### src/rtl/universal_shift_register_if.sv
// Bus bundle for universal_shift_register: mode/serial/parallel/burst controls in,
// register contents and burst status out.
interface universal_shift_register_if #(
  parameter int unsigned WIDTH = 8,
  parameter int unsigned CNT_W = 4
) ();
  logic [1:0]       mode;
  logic             ser_in_r;
  logic             ser_in_l;
  logic [WIDTH-1:0] par_in;
  logic             start;
  logic             dir;
  logic [CNT_W-1:0] count;
  logic [WIDTH-1:0] q;
  logic             ser_out_r;
  logic             ser_out_l;
  logic             busy;
  logic             done;

  modport master (
    output mode, ser_in_r, ser_in_l, par_in, start, dir, count,
    input  q, ser_out_r, ser_out_l, busy, done
  );

  modport slave (
    input  mode, ser_in_r, ser_in_l, par_in, start, dir, count,
    output q, ser_out_r, ser_out_l, busy, done
  );
endinterface

### src/rtl/universal_shift_register.sv
// Universal shift register (hold / shift right / shift left / load) with a counted burst engine.
// Define USR_ROTATE_EN to make burst shifts rotate instead of consuming the serial inputs.
module universal_shift_register #(
  parameter int unsigned WIDTH = 8,
  parameter int unsigned CNT_W = 4
) (
  input  logic                      clk,
  input  logic                      reset,
  universal_shift_register_if.slave bus
);

  localparam int unsigned MSB = WIDTH - 1;

  typedef enum logic {IDLE, SHIFT} state_t;

  state_t           state_r, state_d;
  logic [WIDTH-1:0] q_r, q_d;
  logic [CNT_W-1:0] rem_r, rem_d;
  logic             dir_r, dir_d;
  logic             busy_r, busy_d;
  logic             done_r, done_d;
  logic             burst_in_r, burst_in_l;

  // Fill bits used while the burst engine owns the register
`ifdef USR_ROTATE_EN
  assign burst_in_r = q_r[0];
  assign burst_in_l = q_r[MSB];
`else
  assign burst_in_r = bus.ser_in_r;
  assign burst_in_l = bus.ser_in_l;
`endif

  always_comb begin
    state_d = state_r;
    q_d     = q_r;
    rem_d   = rem_r;
    dir_d   = dir_r;
    done_d  = 1'b0;
    case (state_r)
      IDLE: begin
        if (bus.start) begin
          // start wins over mode; a zero count only reports completion
          if (bus.count != '0) begin
            state_d = SHIFT;
            rem_d   = bus.count;
            dir_d   = bus.dir;
          end else begin
            done_d  = 1'b1;
          end
        end else begin
          case (bus.mode)
            2'b01:   q_d = {bus.ser_in_r, q_r[MSB:1]};
            2'b10:   q_d = {q_r[MSB-1:0], bus.ser_in_l};
            2'b11:   q_d = bus.par_in;
            default: q_d = q_r;
          endcase
        end
      end
      SHIFT: begin
        if (dir_r) q_d = {q_r[MSB-1:0], burst_in_l};
        else       q_d = {burst_in_r, q_r[MSB:1]};
        rem_d = rem_r - CNT_W'(1);
        if (rem_r == CNT_W'(1)) begin
          state_d = IDLE;
          done_d  = 1'b1;
        end
      end
      default: state_d = IDLE;
    endcase
    busy_d = (state_d == SHIFT);
  end

  always_ff @(posedge clk) begin
    if (reset) begin
      state_r <= IDLE;
      q_r     <= '0;
      rem_r   <= '0;
      dir_r   <= 1'b0;
      busy_r  <= 1'b0;
      done_r  <= 1'b0;
    end else begin
      state_r <= state_d;
      q_r     <= q_d;
      rem_r   <= rem_d;
      dir_r   <= dir_d;
      busy_r  <= busy_d;
      done_r  <= done_d;
    end
  end

  assign bus.q         = q_r;
  assign bus.busy      = busy_r;
  assign bus.done      = done_r;
  assign bus.ser_out_r = q_r[0];
  assign bus.ser_out_l = q_r[MSB];

endmodule

### src/flat_wrapper.sv
// flat-port wrapper written by rule: the top's interface ports become plain ports
module universal_shift_register_flat 
#(
  parameter int unsigned WIDTH = 8,
  parameter int unsigned CNT_W = 4
)
  (clk, reset, bus_mode, bus_ser_in_r, bus_ser_in_l, bus_par_in, bus_start, bus_dir, bus_count, bus_q, bus_ser_out_r, bus_ser_out_l, bus_busy, bus_done);
  universal_shift_register_if #(.WIDTH(WIDTH), .CNT_W(CNT_W)) bus_i ();
  input  logic clk;
  input  logic reset;
  input wire logic [$bits(bus_i.mode)-1:0] bus_mode;
  input wire logic [$bits(bus_i.ser_in_r)-1:0] bus_ser_in_r;
  input wire logic [$bits(bus_i.ser_in_l)-1:0] bus_ser_in_l;
  input wire logic [$bits(bus_i.par_in)-1:0] bus_par_in;
  input wire logic [$bits(bus_i.start)-1:0] bus_start;
  input wire logic [$bits(bus_i.dir)-1:0] bus_dir;
  input wire logic [$bits(bus_i.count)-1:0] bus_count;
  output wire logic [$bits(bus_i.q)-1:0] bus_q;
  output wire logic [$bits(bus_i.ser_out_r)-1:0] bus_ser_out_r;
  output wire logic [$bits(bus_i.ser_out_l)-1:0] bus_ser_out_l;
  output wire logic [$bits(bus_i.busy)-1:0] bus_busy;
  output wire logic [$bits(bus_i.done)-1:0] bus_done;
  assign bus_i.mode = bus_mode;
  assign bus_i.ser_in_r = bus_ser_in_r;
  assign bus_i.ser_in_l = bus_ser_in_l;
  assign bus_i.par_in = bus_par_in;
  assign bus_i.start = bus_start;
  assign bus_i.dir = bus_dir;
  assign bus_i.count = bus_count;
  assign bus_q = bus_i.q;
  assign bus_ser_out_r = bus_i.ser_out_r;
  assign bus_ser_out_l = bus_i.ser_out_l;
  assign bus_busy = bus_i.busy;
  assign bus_done = bus_i.done;
  universal_shift_register #(.WIDTH(WIDTH), .CNT_W(CNT_W)) u_core (.clk(clk), .reset(reset), .bus(bus_i));
endmodule
### config.mk
export PLATFORM = sky130hd
export DESIGN_NAME = universal_shift_register_flat
export DESIGN_NICKNAME = d
export VERILOG_FILES = /design/src/rtl/universal_shift_register_if.sv /design/src/rtl/universal_shift_register.sv /design/src/flat_wrapper.sv
export SDC_FILE = /design/constraint.sdc
export NUM_CORES = 1
export LEC_CHECK = 0
export BUFFER_PORTS_ARGS = -buffer_cell sky130_fd_sc_hd__buf_2
export CORE_MARGIN = 3
export CORE_UTILIZATION = 45
export DETAILED_ROUTE_END_ITERATION = 8
export PLACE_DENSITY = 0.76
export RECOVER_POWER = 25
export SLEW_MARGIN = 20
export SYNTH_ARGS = -nofsm -noshare
export SYNTH_HDL_FRONTEND = slang
export SYNTH_SLANG_ARGS = --single-unit
### constraint.sdc
create_clock -name clk -period 1.6 [get_ports clk]
set_input_delay 0.32 -clock clk [delete_from_list [all_inputs] [get_ports clk]]
set_output_delay 0.32 -clock clk [all_outputs]
set_load 0.01 [all_outputs]
======== Yosys cells after proc, flatten, opt, wreduce, memory -nomap -nowiden ========
Cells that the tools add are included.
Widths: inputs -> output; s select.
storage, ports and cells
  bits in latches ......................... 0
  RAM bits ................................ 0
  memories ................................ 0
  memory bits (read-only) ................. 0
  flip-flop bits (word level) ............. 15
  word-level logic and storage cells ...... 34
cells by class
  bitwise gates (word level) .............. 1
  div/mod/pow operators ................... 0
  multiplexer cells ....................... 15
  order comparisons ....................... 0
  add/sub/neg operators ................... 1
  reduce and logical (&&, ||, !) cells .... 4
  shift-type cells ........................ 0
  multipliers ............................. 0
  eq/ne operators ......................... 8
operators by type and width
  cell                 number
  $pmux 8 s3           1
  $mux 8               2
  $pmux 8 s2           1
  $mux 4               2
  $pmux 4 s2           1
  $mux 1               6
  $eq 2x2->1 const B   2
  $eq 4x1->1 const B   1
  $ne 2x2->1 const B   2
  $ne 4x4->1 const B   1
  $pmux 1 s2           2
  $reduce_and 2->1     2
  $reduce_bool 4->1    1
  $sub 4x1->4 const B  1
  $reduce_and 3->1     1
  $eq 2x1->1 const B   1
  $ne 2x1->1 const B   1
  $not 1->1            1

======== Depth between registers and ports, before layout ========
Gate-level depths: netlist (run 1).
  depth after elaboration ................. 4
  depth in mapped cells ................... 7

======== Worst setup path after synthesis (run 1) ========
No wires, ideal clock.
  path kind ............................... input to register
  from .................................... in bus_mode[0]
  to ...................................... reg u_core.q_r[2] (netlist: u_core.bus.q[2])
  buffers on the path ..................... 0
  setup time .............................. 0.070 ns
  slack ................................... 0.227 ns
  arrival ................................. 1.302 ns
  stages on the path ...................... 6
  path through ............................ inv_1 ha_1 nor2b_1 o21bai_1 nand3_1 a21oi_1
on the way
  longest elaborated chain between the ends .. 4
ends and longest elaborated chain
  item                                      line                            text
  start, declared                           flat_wrapper.sv:11              input wire logic [$bits(bus_i.mode)-1:0] bus_mode;
  $eq 2x2->1 or $eq 2x1->1 (tied branches)  universal_shift_register.sv:51  case (bus.mode)
  $pmux 8 s3                                universal_shift_register.sv:51
  $mux 8                                    universal_shift_register.sv:41  if (bus.start) begin
  $pmux 8 s2                                universal_shift_register.sv:39  case (state_r)
  end signal, assigned                      universal_shift_register.sv:83  q_r <= q_d;
  end, declared                             universal_shift_register.sv:17  logic [WIDTH-1:0] q_r, q_d;
Several ways; a longest one is shown, not always the timed one. The select of a mux whose other input is x is not followed.
A chain may end at the register's enable or synchronous reset.

======== Worst setup path after layout (run 1) ========
  from .................................... reg u_core.busy_r (netlist: u_core.bus.busy)
  to ...................................... out bus_busy
RTL lines
  item                    line                            text
  start, declared         universal_shift_register.sv:20  logic busy_r, busy_d;
  start signal, assigned  universal_shift_register.sv:86  busy_r <= busy_d;
  end, declared           flat_wrapper.sv:21              output wire logic [$bits(bus_i.busy)-1:0] bus_busy;
No word-level cell between the ends.

==> impl_metrics.ini, run 1 <==
[route]
wl_met2_um = 1335
drtAntennaViolNets = 0
via_count = 1171
drtPass1Iterations = 4
drt-initial-drc-count = 13
wl_met3_um = 168
wirelength_um = 2719
post_drt_wl_per_cell_um = 13.53
drt-met1-wl_um = 1183
top_layer = met4
drcViolationCount = 0
viasPerCell = 5.826

[grt]
grt_overflow = 0
antenna_found_initial = 0
grt_max_degree = 17
grt_pass1_vias = 1068
gr-usage-all-layers = 0.2015
grt_pass1_wl_um = 4450

[worst_setup_path]
crit_path_max_fanout = 13
crit_buf_inv = 2
cp_top_family = flip-flops
cpMaxStageDelayCell = dfxtp_1
crit_path_end_kind = primary output
cp-start-kind = register
worstPathArrival_ns = 1.11
timing.setup.critical_path_class = register to primary output
crit_chain = buf_4, buf_2
critical-path-max-stage-delay_ns = 0.46
cp.required_ns = 1.28

[run]
max-cap-violations = 0

[timing]
fin_crit_sh = 0.8913
tns_ns = 0
final_max_slew_viol_count = 0
final_hold_viol_count = 0
finalCriticalPeriod_ns = 1.426
maxSlewHeadroom = 0.6447
rsz0062_at_grt = false
hold-worst-slack_ns = 0.2653
clock-skew-final_ns = 0.006372
final-setup-viol-count = 0
tightest_slew_ns = 0.5322
max_freq_mhz = 701.3

[pwr]
p_comb_frac = 0.324
p_seq_frac = 0.458
powerDensity_nw_per_um2 = 770.0
p_switching_mw = 0.3461
leakagePower_nw = 0.5220
irDropWorstVdd_uv = 616.9
p_sw_frac = 0.3474
pwr-share-clk = 0.218
p_int_mw = 0.6501

[floorplan]
ioPinCount = 32
dieArea_um2 = 3042
fp-row-count = 17
start_util = 0.4822
die_height_um = 55.16
dieWidth_um = 55.16
core_um2 = 2255

[yosys]
synthesis.nets = 168
avgSynthCellArea_um2 = 7.603
yosysSeqAreaShare = 0.2762
ys_ff_latch = 15
ys_types = 31
synth_top_cell_by_area = dfxtp_1
synth_common_cells = nand2_1 (20), nand3_1 (18), dfxtp_1 (15)
netlist_top_cells_area = dfxtp_1 (28%), nand3_1 (8.3%), mux2i_1 (7.4%)
synth_ff_type = dfxtp_1
syn_area_um2 = 1087
syn-instance-count = 143
synth.most_common_cell = nand2_1
synthArstFlopShare = 0
yosys_warnings = 0
synth_top_area_share = 0.2762
synth_edf_count = 0

[min_path]
min_path_type = input pin to register

[placed_design]
io_buffers = 31
gp_congestion = 0.8194
dp_hpwl_um = 2066

[clocking]
cts_setup_buffers = 0
cts_root_buffer = clkbuf_4
ctsHoldBuffers = 0
path_clk_slew_ns = 0.10
cts_sinks = 15
clock_path_buffers = 2
cts_tree = built
h-tree-depth = 1
clk_latency_ns = 0.28
cts-resized-gates = 0
cts_buffers = 3

[final_layout]
syn_to_final_growth_pct = 18.99
nets = 199
drive_gt1_frac = 0.2370
diodes = 0
n_fill_cell = 229

[status]
status = completed
flip-flops by register name, indices dropped and copies added, names as in the netlist:
register         cells
u_core.bus.busy      1
u_core.bus.done      1
u_core.bus.q         8
u_core.dir_r         1
u_core.rem_r         4
metrics by stage:
stage,worst slack (ns),cells,util,area [um^2],power [mW]
4_1_cts,0.1446,201,0.5755,1297,1.013
2_1_floorplan,0.2273,143,-,1087,0.6679
3_5_place_dp,0.09130,197,0.5633,1270,0.7879
6_report,0.1740,201,0.5738,1294,0.9962
3_3_place_gp,0.1748,197,0.5633,1270,0.7746
5_1_grt,0.07884,201,0.5738,1294,1.075
tightest hold or removal path: stages:
cell,delay (ns)
buf_2,0.09
nand2_1,0.05
a21oi_1,0.05
final cells by class:
class / count / area [um^2] / share of cell area
clock buffers: 3 / 22.52 / 0.01741
clock inverters: 1 / 5.005 / 0.003868
inverters: 11 / 41.29 / 0.03191
multi-input cells: 105 / 685.7 / 0.5300
flip-flops and latches: 15 / 300.3 / 0.2321
well taps: 28 / 35.03 / 0.02708
repair buffers: 38 / 203.9 / 0.1576
worst paths after layout:
| path | from | end | slack, ns | cells past startpoint |
|---|---|---|---|---|
| setup / recovery | u_core.bus.busy$_SDFF_PP0_ | bus_busy | 0.17 | 2 |
| hold / removal | bus_dir | u_core.dir_r$_SDFFE_PP0P_ | 0.27 | 3 |
| setup reg to reg | u_core.dir_r$_SDFFE_PP0P_ | u_core.bus.q[4]$_SDFFE_PP0P_ | 0.27 | 4 |
| hold reg to reg | u_core.bus.q[7]$_SDFFE_PP0P_ | u_core.bus.q[7]$_SDFFE_PP0P_ | 0.51 | 2 |
layout by cell type, fill, tap and decap left out, types with 2 or more instances in the layout:
master / Yosys / routed
inv_1: 11 / 11
a32oi_1: 8 / 8
nand3_1: 18 / 18
a21oi_1: 11 / 11
nor2b_1: 4 / 4
clkbuf_1: 4 / 3
a211oi_1: 4 / 4
o21bai_1: 2 / 2
mux2i_1: 8 / 8
ha_1: 5 / 5
o211ai_1: 6 / 6
nor3_1: 2 / 2
buf_4: 2 / 7
nor2_1: 3 / 3
dfxtp_1: 15 / 15
clkbuf_4: 0 / 3
nand2_1: 20 / 20
nand2b_1: 2 / 2
buf_2: 5 / 28
power groups by stage:
stage	registers (mW)	logic, mW	clock network (mW)
2_1_floorplan	0.460	0.208	0
3_3_place_gp	0.462	0.313	0
3_5_place_dp	0.464	0.324	0
4_1_cts	0.456	0.325	0.231
5_1_grt	0.464	0.361	0.250
6_report	0.456	0.323	0.217
logic make-up after synthesis:
| group | after synthesis | share of synthesized area |
|---|---|---|
| fa+ha+maj | 5 | 0.05754 |
| flops | 15 | 0.2762 |
| compound gates | 37 | 0.2555 |
| mux | 8 | 0.07365 |
| buf+inv | 23 | 0.09319 |
| simple gates | 55 | 0.2440 |
per-layer routing:
metal / track usage / vias to the layer above
met5: 0 / -
met1: 0.2370 / 555
li1: - / 575
met3: 0.03217 / 6
met4: 0.1053 / 0
met2: 0.3484 / 35
(Power assumes the default switching activity.)
==> run 2, diff against run 1 <==
--- a/config.mk
+++ b/config.mk
@@ -11,6 +11,7 @@
 export DETAILED_ROUTE_END_ITERATION = 8
 export PLACE_DENSITY = 0.76
 export RECOVER_POWER = 25
+export REMOVE_ABC_BUFFERS = 1
 export SLEW_MARGIN = 20
 export SYNTH_ARGS = -nofsm -noshare
 export SYNTH_HDL_FRONTEND = slang
==> run 2 against run 1 <==
Net effect:
- clock power barely moved
- core utilization fell by 0.22 points
- sequential cell count did not move
- sequential share of layout area rose by 0.090 points
- design area fell by 0.39%
- critical endpoint is now u_core.bus.done$_SDFF_PP0_
- largest cell class unchanged
- largest power group unchanged
==> impl_metrics.ini, run 2 (synthesis results as in run 1) <==
[timing]
clock-skew-final_ns = 0.01194
rsz0062_at_grt = false
tns_ns = 0
fin_crit_sh = 0.8682
final_hold_viol_count = 0
max_freq_mhz = 719.9
final-setup-viol-count = 0
maxSlewHeadroom = 0.6468
tightest_slew_ns = 0.5291
finalCriticalPeriod_ns = 1.389
final_max_slew_viol_count = 0

[pwr]
leakagePower_nw = 0.5141
powerDensity_nw_per_um2 = 771.1
irDropWorstVdd_uv = 561.9

[worst_setup_path]
worstPathArrival_ns = 1.62
crit_path_max_fanout = 12
cp-start-kind = register
crit_path_end_kind = register
cp.required_ns = 1.83
reg2reg_depth = 5
timing.setup.critical_path_class = register to register

[route]
drt-initial-drc-count = 12
drtAntennaViolNets = 0
post_drt_wl_per_cell_um = 13.47
via_count = 1143
viasPerCell = 5.687
drtPass1Iterations = 4
wirelength_um = 2708
drcViolationCount = 0

[clocking]
cts-resized-gates = 0
cts_tree = built
path_clk_slew_ns = 0.10
cts_buffers = 3
clk_latency_ns = 0.28
clock_path_buffers = 2
cts_setup_buffers = 0
h-tree-depth = 1
cts_sinks = 15
cts_root_buffer = clkbuf_4
ctsHoldBuffers = 0

[grt]
gr-usage-all-layers = 0.1913
grt_pass1_wl_um = 4202
grt_overflow = 0
grt_max_degree = 17
grt_pass1_vias = 991
antenna_found_initial = 0

[final_layout]
n_fill_cell = 233
post-route-cell-area_um2 = 1289
drive_gt1_frac = 0.2254
layout_commonest_cell = buf_2
nets = 199
diodes = 0
final_cell_mix = buf_2 (27), nand2_1 (20), nand3_1 (18)
syn_to_final_growth_pct = 18.53
layoutNonFillerInstCount = 201
largest_reg_flops = 8

[placed_design]
io_buffers = 31
dp_hpwl_um = 2032
dpl_cell_area_um2 = 1270
gp_congestion = 0.8110
place_inst = 197

[floorplan]
ioPinCount = 32
core_um2 = 2255
fp-row-count = 17
dieWidth_um = 55.16
start_util = 0.4822
dieArea_um2 = 3042
die_height_um = 55.16

[run]
max-cap-violations = 0

[status]
status = completed

[min_path]
min_path_cells = 3
min_path_type = input pin to register
-- run 2: changes by cell type in the layout (fill, tap and decap cells not counted), sizes merged --
cell / before / now
buf: 35 / 33
clkbuf: 6 / 8
-- run 2: critical path, stage by stage (launching register included) --
cell and delay, ns:
dfxtp_1 0.57, clkbuf_1 0.31, nand2_1 0.08, nor3_1 0.21, a21oi_1 0.08, nor2_1 0.09
-- run 2: path summary, 6_finish.rpt --
path / from / end / slack (ns)
worst max-delay path: u_core.bus.busy$_SDFF_PP0_ / u_core.bus.done$_SDFF_PP0_ / 0.21
worst min-delay path: bus_dir / u_core.dir_r$_SDFFE_PP0P_ / 0.26
worst max register to register: u_core.bus.busy$_SDFF_PP0_ / u_core.bus.done$_SDFF_PP0_ / 0.21
worst min register to register: u_core.bus.q[1]$_SDFFE_PP0P_ / u_core.bus.q[1]$_SDFFE_PP0P_ / 0.51
-- run 2: final cells by class --
type / count / area [um^2] / share of cell area
sequential: 15 / 300.3 / 0.2330
tap: 28 / 35.03 / 0.02718
timing repair buffer: 38 / 198.9 / 0.1544
clock inverter: 1 / 5.005 / 0.003883
clock buffer: 3 / 22.52 / 0.01748
inverter: 11 / 41.29 / 0.03204
multi-input combinational: 105 / 685.7 / 0.5320
-- run 2: stage by stage --
step | hold WS (ns) | util | setup WS (ns) | power [mW]
after global routing | 0.2747 | 0.5716 | 0.07674 | 1.068
after detailed placement | 0.4949 | 0.5633 | 0.1064 | 0.7882
after floorplan | 0.3891 | - | 0.1461 | 0.6493
after CTS | 0.2595 | 0.5755 | 0.2216 | 1.003
final | 0.2617 | 0.5716 | 0.2109 | 0.9937
after global placement | 0.4864 | 0.5633 | 0.1542 | 0.7753
-- run 2: where the power goes --
| part | internal [mW] | leakage, nW | switching, mW |
|---|---|---|---|
| Sequential | 0.409 | 0.124 | 0.0474 |
| Combinational | 0.145 | 0.373 | 0.175 |
| Clock | 0.0927 | 0.0177 | 0.125 |
-- run 2: metal layers --
layer | global-route usage | share of wire
met1 | 0.2253 | 0.45
met2 | 0.3445 | 0.50
met3 | 0.02413 | 0.046
met4 | 0.08097 | 0.0033
met5 | 0 | 0
